--- src/rtl/dram_seq_pkg.sv ---
// Shared types and defaults for the MSX main-RAM strobe sequencer.
package dram_seq_pkg;

  typedef enum logic [2:0] {
    ST_IDLE     = 3'd0,
    ST_ROW      = 3'd1,
    ST_COL      = 3'd2,
    ST_CAS      = 3'd3,
    ST_RFSH_CBR = 3'd4,
    ST_RFSH     = 3'd5,
    ST_PRE      = 3'd6
  } state_t;

  localparam int DEF_T_RAS_MUX = 1;
  localparam int DEF_T_MUX_CAS = 1;
  localparam int DEF_T_PRE     = 2;

  localparam int RFSH_RAS_ONLY = 0;
  localparam int RFSH_CBR      = 1;

  function automatic int max3(input int a, input int b, input int c);
    int m;
    m = (a > b) ? a : b;
    return (m > c) ? m : c;
  endfunction

endpackage

--- src/rtl/dram_seq_timer.sv ---
// Loadable down-counter: load on state entry, done while the count sits at 1.
module dram_seq_timer #(
  parameter int W = 2
) (
  input  logic         clk,
  input  logic         rst,
  input  logic         load,
  input  logic [W-1:0] load_val,
  output logic         done
);

  logic [W-1:0] count;

  // Count down toward 1 and park there until the next load.
  always_ff @(posedge clk) begin
    if (rst)
      count <= '0;
    else if (load)
      count <= load_val;
    else if (count > W'(1))
      count <= count - W'(1);
  end

  assign done = (count == W'(1));

endmodule

--- src/rtl/dram_ras_cas_seq.sv ---
// Registered DRAM /RAS,/CAS,MUX,/WE sequencer for Z80 CPU and refresh cycles.
module dram_ras_cas_seq
  import dram_seq_pkg::*;
#(
  parameter int BANKS        = 2,
  parameter int T_RAS_MUX    = DEF_T_RAS_MUX,
  parameter int T_MUX_CAS    = DEF_T_MUX_CAS,
  parameter int T_PRE        = DEF_T_PRE,
  parameter int REFRESH_MODE = RFSH_RAS_ONLY
) (
  input  logic             clk,
  input  logic             rst,
  input  logic             nmreq,
  input  logic             nrfsh,
  input  logic             nwr,
  input  logic [BANKS-1:0] nsltsl,
  output logic [BANKS-1:0] nras,
  output logic             ncas,
  output logic             mux,
  output logic             nwe,
  output logic             busy,
  output logic [7:0]       rfsh_count
);

  localparam int TMAX = max3(T_RAS_MUX, T_MUX_CAS, T_PRE);
  localparam int CW   = $clog2(TMAX + 1);
  localparam int BW   = (BANKS > 1) ? $clog2(BANKS) : 1;
  localparam state_t RFSH_ENTRY = (REFRESH_MODE == RFSH_CBR) ? ST_RFSH_CBR : ST_RFSH;

  state_t          state, state_nxt;
  logic [BW-1:0]   bank_q, bank_sel, bank_nxt;
  logic            any_sel, req_rfsh, req_cpu, enter, rfsh_inc;
  logic            tmr_load, tmr_done;
  logic [CW-1:0]   tmr_val;
  logic [BANKS-1:0] nras_bank, nras_nxt;
  logic            ncas_nxt, mux_nxt, nwe_nxt;

  assign req_rfsh = !nmreq && !nrfsh;
  assign req_cpu  = !nmreq && nrfsh && any_sel;

  // Lowest-index active slot select wins the bank.
  always_comb begin
    bank_sel = '0;
    any_sel  = 1'b0;
    for (int i = BANKS - 1; i >= 0; i--) begin
      if (!nsltsl[i]) begin
        bank_sel = BW'(i);
        any_sel  = 1'b1;
      end
    end
  end

  // Next-state decode; nmreq high in any active state ends or aborts the cycle.
  always_comb begin
    state_nxt = state;
    case (state)
      ST_IDLE: begin
        if (req_rfsh)     state_nxt = RFSH_ENTRY;
        else if (req_cpu) state_nxt = ST_ROW;
      end
      ST_ROW: begin
        if (nmreq)         state_nxt = ST_PRE;
        else if (tmr_done) state_nxt = ST_COL;
      end
      ST_COL: begin
        if (nmreq)         state_nxt = ST_PRE;
        else if (tmr_done) state_nxt = ST_CAS;
      end
      ST_CAS:      if (nmreq) state_nxt = ST_PRE;
      ST_RFSH_CBR: state_nxt = nmreq ? ST_PRE : ST_RFSH;
      ST_RFSH:     if (nmreq) state_nxt = ST_PRE;
      ST_PRE: begin
        if (tmr_done) begin
          if (req_rfsh)     state_nxt = RFSH_ENTRY;
          else if (req_cpu) state_nxt = ST_ROW;
          else              state_nxt = ST_IDLE;
        end
      end
      default: state_nxt = ST_IDLE;
    endcase
  end

  // Timer load, bank latch and refresh-count strobes on state entry.
  always_comb begin
    enter    = (state_nxt != state);
    tmr_load = 1'b0;
    tmr_val  = '0;
    case (state_nxt)
      ST_ROW: begin tmr_load = enter; tmr_val = CW'(T_RAS_MUX); end
      ST_COL: begin tmr_load = enter; tmr_val = CW'(T_MUX_CAS); end
      ST_PRE: begin tmr_load = enter; tmr_val = CW'(T_PRE);     end
      default: ;
    endcase
    bank_nxt = (enter && state_nxt == ST_ROW) ? bank_sel : bank_q;
    rfsh_inc = enter && (state == ST_IDLE || state == ST_PRE) &&
               (state_nxt == ST_RFSH || state_nxt == ST_RFSH_CBR);
  end

  // Strobe values for the state being entered; they are registered below.
  always_comb begin
    for (int i = 0; i < BANKS; i++)
      nras_bank[i] = !(BW'(i) == bank_nxt);
    nras_nxt = '1;
    ncas_nxt = 1'b1;
    mux_nxt  = 1'b0;
    nwe_nxt  = 1'b1;
    case (state_nxt)
      ST_ROW: nras_nxt = nras_bank;
      ST_COL: begin
        nras_nxt = nras_bank;
        mux_nxt  = 1'b1;
      end
      ST_CAS: begin
        nras_nxt = nras_bank;
        mux_nxt  = 1'b1;
        ncas_nxt = 1'b0;
        nwe_nxt  = (state == ST_CAS) ? nwe : nwr;
      end
      ST_RFSH_CBR: ncas_nxt = 1'b0;
      ST_RFSH: begin
        nras_nxt = '0;
        ncas_nxt = (REFRESH_MODE == RFSH_CBR) ? 1'b0 : 1'b1;
      end
      default: ;
    endcase
  end

  dram_seq_timer #(.W(CW)) u_timer (
    .clk      (clk),
    .rst      (rst),
    .load     (tmr_load),
    .load_val (tmr_val),
    .done     (tmr_done)
  );

  // State and strobe registers.
  always_ff @(posedge clk) begin
    if (rst) begin
      state      <= ST_IDLE;
      nras       <= '1;
      ncas       <= 1'b1;
      mux        <= 1'b0;
      nwe        <= 1'b1;
      busy       <= 1'b0;
      rfsh_count <= 8'd0;
    end else begin
      state      <= state_nxt;
      nras       <= nras_nxt;
      ncas       <= ncas_nxt;
      mux        <= mux_nxt;
      nwe        <= nwe_nxt;
      busy       <= (state_nxt != ST_IDLE);
      if (rfsh_inc)
        rfsh_count <= rfsh_count + 8'd1;
    end
  end

  // Bank index is datapath: only meaningful after it is latched on ROW entry.
  always_ff @(posedge clk) begin
    bank_q <= bank_nxt;
  end

endmodule

--- config.mk ---
export PLATFORM = sky130hd
export DESIGN_NAME = dram_ras_cas_seq
export DESIGN_NICKNAME = d
export VERILOG_FILES = /design/src/rtl/dram_seq_pkg.sv /design/src/rtl/dram_seq_timer.sv /design/src/rtl/dram_ras_cas_seq.sv
export SDC_FILE = /design/constraint.sdc
export NUM_CORES = 1
export LEC_CHECK = 0
export ABC_CLOCK_PERIOD_IN_PS = 2400
export CAP_MARGIN = 20
export CORE_MARGIN = 5
export CORE_UTILIZATION = 45
export CTS_BUF_LIST = sky130_fd_sc_hd__clkbuf_16
export DETAILED_ROUTE_END_ITERATION = 6
export GPL_TIMING_DRIVEN = 0
export PLACE_DENSITY = 0.78
export SLEW_MARGIN = 30
export SYNTH_ARGS = -nofsm -noshare
export SYNTH_HDL_FRONTEND = slang
export SYNTH_SLANG_ARGS = --single-unit
--- constraint.sdc ---
create_clock -name clk -period 2.4 [get_ports clk]
set_input_delay 0.36 -clock clk [delete_from_list [all_inputs] [get_ports clk]]
set_output_delay 0.36 -clock clk [all_outputs]
set_load 0.1 [all_outputs]
==> results of run 1 <==
## layout make-up
class	instances	share of cell area, %
Timing Repair Buffer	23	15.9
Clock inverter	1	0.267
Sequential cell	20	28.5
Clock buffer	3	5.34
Tap cell	28	2.49
Multi-Input combinational cell	96	43.1
Buffer	7	3.12
Inverter	5	1.34
## cell usage after synthesis (all sizes together), types with 3 or more instances
master,count
a21oi,5
a311oi,3
buf,6
dfxtp,20
inv,5
mux2i,3
nand2,7
nand3,7
nor2,18
nor2b,6
o21ai,7
xor2,5
## per-stage QoR
stage	hold slack, ns	power, W	instance area, um2	worst slack (ns)	util [%]
after floorplan	0.432	0.00105	1070	0.346	-
after global placement	0.459	0.00119	1300	-0.0891	58.4
after detailed placement	0.469	0.00122	1300	-0.260	58.4
after CTS	0.481	0.00159	1410	0.207	62.9
after global routing	0.512	0.00169	1410	0.147	62.9
final	0.479	0.00159	1410	0.206	62.9
## cells by family after synthesis
family	Yosys count	synth area share, %
and+or+nand+nor	54	25.9
adders and majority gates	2	2.34
AOI/OAI and AO/OA	30	19.9
DFF	20	37.5
xor gates and xnor gates	7	5.74
buffers and inverters	12	5.85
muxes	3	2.81
## report_power, final
part | leakage (nW) | internal (W) | switching (W)
registers | 0.164 | 0.000401 | 0.0000362
clock network | 0.0385 | 0.000221 | 0.000111
logic | 0.356 | 0.000293 | 0.000524
## state kept, by name, indices dropped and copies added (netlist names)
signal         cells
ncas               1
bank_q             1
rfsh_count         8
busy               1
nwe                1
mux                1
state              3
nras               2
u_timer.count      2
## final timing paths
kind / slack [ns] / cells past startpoint / to / from
setup / recovery: 0.21 / 1 / rfsh_count[3] / rfsh_count[3]
hold / removal: 0.48 / 2 / bank_q / bank_q
setup reg to reg: 0.27 / 7 / u_timer.count[0] / u_timer.count[1]
hold reg to reg: 0.48 / 2 / bank_q / bank_q
## repair_timing
action	CTS	global route
setup buffers	3	0
setup endpoints to repair	1	0
endpoints found under the hold margin	0	0
## per-layer routing
| layer | vias up | wire length (um) |
|---|---|---|
| met5 | - | 0 |
| met4 | 0 | 22 |
| met3 | 4 | 148 |
| met2 | 29 | 1170 |
| met1 | 464 | 1100 |
| li1 | 510 | - |
==> flow_summary.yaml, run 1 <==
critical_path:
  data_arrival_time_of_the_critical_path_ns: 1.83
  max_stage_delay_ns: 1.17
  critPathTopFamily: "buffers and inverters"
  number_of_buffer_and_inverter_instances_along_the_worst_setup_path: 1
  cp_cell_sequence: "clkdlybuf4s50_1"
  setup.worst_path.end_class: "output pin"
  timing.setup.critical_path_class: "flip-flop to output pin"
  required_ns: 2.04
  crit_path_max_fanout: 5
  worst_setup_path_start_kind: "flip-flop"
  cpMaxStageDelayCell: "clkdlybuf4s50_1"
die:
  io_pins: 21
  core-area_mm2: 0.00223
  initial_core_util_pct: 47.8
  floorplan.die.height_um: 58.7
  horiz_die_dim_um: 58.7
  fp-row-count: 17
  die-area_mm2: 0.00345
min_path:
  holdCritPathClass: "flip-flop to flip-flop"
grt:
  global_route_wire_length_before_repair_um: 4260
  global_route.usage.met2_pct: 25.2
  number_of_antenna_violations_at_the_first_check_in_global_routing: 0
  top_usage_layer: "met2"
  global_route_track_usage_on_met1_pct: 20.2
  grtUsageTotal_pct: 15.8
  remaining_global_route_overflow: 0
  gr-usage-met3_pct: 5.48
  pin_count_of_the_biggest_net_entering_global_routing: 12
  first_global_vias: 902
logic_synthesis:
  yosys_warnings: 0
  synthDistinctLibCells: 43
  ys.flop_type: "dfxtp_1"
  synth.top_cell.area_share_pct: 37.5
  ys_ff_latch: 20
  syn-num-nets: 137
  synth_area_leader_cell: "dfxtp_1"
  synthArstFlopShare_pct: 0
  post_synth_instance_area_mm2: 0.00107
  synth.area.top_cells: "dfxtp_1, nor2_1, xor2_1, nor2b_1, mux2i_1"
  post_synth.cell_area_avg_um2: 8.35
  syn-instance-count: 128
  yosysSeqAreaShare_pct: 37.5
  synth_edf_count: 0
final_layout:
  syn2layout_area_growth_pct: 31.5
  seqCellArea_um2: 400
  final_nets: 165
  final_layout_size_suffix_gt1_share_pct: 9.68
  final_cell_count_no_fill: 183
  nFillCells: 189
  multi_input_comb_area_um2: 606
  insertedDiodeCount: 0
  final_cell_mix: "dfxtp_1, clkdlybuf4s50_1, nor2_1"
sta:
  timing.setup.tns_ns: 0
  timing.fmax_mhz: 456
  grt_setup_unrepaired: "no"
  hold_violations: 0
  fin_crit_ns: 2.19
  worst_pin_slew_ns: 0.989
  slew_violations: 0
  report.final.setup_viol: 0
  max_slew_headroom_at_the_worst_pin_pct: 33.8
  finalCritPeriodShare_pct: 91.4
  clock-skew-final_ns: 0.00312
clock_network:
  cts_num_sinks: 20
  cts_max_level: 1
  clock_tree_root_driver_cell: "clkbuf_16"
  cts_resized: 0
  number_of_buffers_between_clock_root_and_the_deepest_sink: 2
  cts_hold_buffers: 0
  clk-insertion-delay-late_ns: 0.25
  cts_made_buffers: 3
  clk_pin_slew_ns: 0.05
  tritoncts_clock_tree: "done"
pwr:
  peakVddDrop_mv: 1.01
  leakage_nw: 0.559
  powerDensity_mw_per_mm2: 1130
route:
  route.vias.total: 1007
  route.detailed.vias_per_inst: 5.50
  drt_first_iter_violations: 30
  dr.pass1.iters: 5
  drc_errors: 0
  post_drt_wl_per_cell_um: 13.3
  drtAntennaViolNets: 0
  detail_route.wirelength_um: 2440
placement:
  gpl.final_weighted_congestion: 0.892
  detailedPlacementHpwl_um: 1840
  placed_cells: 176
  buffer_ports.inserted: 20
job:
  maxCapViolations: 0
outcome:
  outcome: "complete, no violations"
Note: power is estimated with default switching activity, not from simulation.
==> inputs of run 2 (changes only) <==
PLACE_DENSITY = 0.68   (was 0.78)
==> flow_summary.yaml, run 2 (synthesis results as in run 1) <==
grt:
  pin_count_of_the_biggest_net_entering_global_routing: 11
  global_route_wire_length_before_repair_um: 4130
  grtUsageTotal_pct: 15.4
  first_global_vias: 916
  number_of_antenna_violations_at_the_first_check_in_global_routing: 0
  remaining_global_route_overflow: 0
critical_path:
  timing.setup.critical_path_class: "flip-flop to flip-flop"
  required_ns: 2.58
  data_arrival_time_of_the_critical_path_ns: 2.37
  crit_path_max_fanout: 5
  worst_setup_path_start_kind: "flip-flop"
  max_stage_delay_ns: 0.62
  path_common_cell: "inv_1"
  cp_cell_sequence: "inv_1 -> ha_1 -> nand2b_1 -> a221oi_1 -> o22ai_1 -> mux2i_1 -> inv_1 -> o21ai_1"
  setup.worst_path.end_class: "flip-flop"
  cpMaxStageDelayCell: "a221oi_1"
route:
  dr.pass1.iters: 4
  route.detailed.vias_per_inst: 5.65
  post_drt_wl_per_cell_um: 14.2
  drtAntennaViolNets: 0
  route.vias.total: 1017
  drt_first_iter_violations: 33
  detail_route.wirelength_um: 2550
  drc_errors: 0
clock_network:
  clk-insertion-delay-late_ns: 0.25
  cts_made_buffers: 3
  tritoncts_clock_tree: "done"
  post_cts_setup_buffer_count: 0
  cts_num_sinks: 20
  cts_hold_buffers: 0
  cts_resized: 0
  clock_tree_root_driver_cell: "clkbuf_16"
  number_of_buffers_between_clock_root_and_the_deepest_sink: 2
  cts_max_level: 1
  clk_pin_slew_ns: 0.05
final_layout:
  largest_register_ffs: 8
  top_register: "rfsh_count"
  final_cell_mix: "dfxtp_1, clkdlybuf4s50_1, nor2_1"
  fin_area_mm2: 0.00139
  biggestRegsByFlops: "rfsh_count: 8 flops, state: 3 flops"
  finish.utilization_pct: 62.1
  final_layout_size_suffix_gt1_share_pct: 8.55
  syn2layout_area_growth_pct: 29.7
  insertedDiodeCount: 0
  final_nets: 163
sta:
  timing.fmax_mhz: 457
  report.final.setup_viol: 0
  hold_violations: 0
  fin_crit_ns: 2.19
  slew_violations: 0
  worst_pin_slew_ns: 0.973
  finalCritPeriodShare_pct: 91.3
  clock-skew-final_ns: 0.00114
  fin_worst_hold_slack_ns: 0.502
  max_slew_headroom_at_the_worst_pin_pct: 34.9
  grt_setup_unrepaired: "no"
placement:
  place_area_mm2: 0.00130
  buffer_ports.inserted: 20
  gpl.final_weighted_congestion: 0.845
  detailedPlacementHpwl_um: 1930
pwr:
  peakVddDrop_mv: 0.807
  powerDensity_mw_per_mm2: 1130
  totalPowerFinal_w: 0.00156
  leakage_nw: 0.548
job:
  maxCapViolations: 0
die:
  io_pins: 21
  floorplan.die.height_um: 58.7
  fp-row-count: 17
  die-area_mm2: 0.00345
  core-area_mm2: 0.00223
  initial_core_util_pct: 47.8
  horiz_die_dim_um: 58.7
outcome:
  outcome: "complete, no violations"
min_path:
  holdCritPathClass: "flip-flop to flip-flop"
-- run 2: final timing paths --
path / from / cells after the start / to / slack (ns)
worst max-delay path: u_timer.count[1] / 8 / nras[1] / 0.21
worst min-delay path: bank_q / 2 / bank_q / 0.50
worst max register to register: u_timer.count[1] / 8 / nras[1] / 0.21
worst min register to register: bank_q / 2 / bank_q / 0.50
-- run 2: per-stage QoR --
stage	instances	setup WS [ns]	TNS, ns
final	180	0.210	0
after global placement	176	-0.120	-0.152
after detailed placement	176	-0.0992	-0.105
after global routing	180	0.0733	0
after CTS	179	0.0195	0
after floorplan	128	0.346	0
-- run 2: critical path, delay by kind of cell (launching register included) --
family / cells / cell delay [ns]
flops: 1 / 0.32
buf+inv: 2 / 0.13
compound gates: 3 / 1.05
mux: 1 / 0.24
simple gates: 1 / 0.17
fa+ha+maj: 1 / 0.21
-- run 2: power by group --
part           internal (W)  total [W]  switching, W  leakage, nW
logic              0.000274   0.000799      0.000525        0.347
registers          0.000401   0.000435     0.0000339        0.164
clock network      0.000219   0.000328      0.000109       0.0370
-- run 2: cell type report --
type | count | area (um2)
flip-flops and latches | 20 | 400
well taps | 28 | 35.0
multi-input cells | 96 | 606
inverters | 5 | 18.8
fillers | 202 | 847
clock buffers | 3 | 75.1
repair buffers | 21 | 208
plain buffers | 7 | 43.8
-- run 2: layer usage --
metal / track usage (%) / routed length, um / up-vias / share of wire, %
met3: 5.70 / 170 / 2 / 6.7
met2: 25.1 / 1230 / 30 / 48
met1: 19.5 / 1140 / 480 / 45
met4: 2.91 / 12 / 0 / 0.47
li1: - / - / 505 / -
met5: 0 / 0 / - / 0
==> inputs of run 3 (changes only) <==
SLEW_MARGIN = 20   (was 30)
==> results of run 3 <==
Final layout, timing and power as in run 2 (identical DEF).
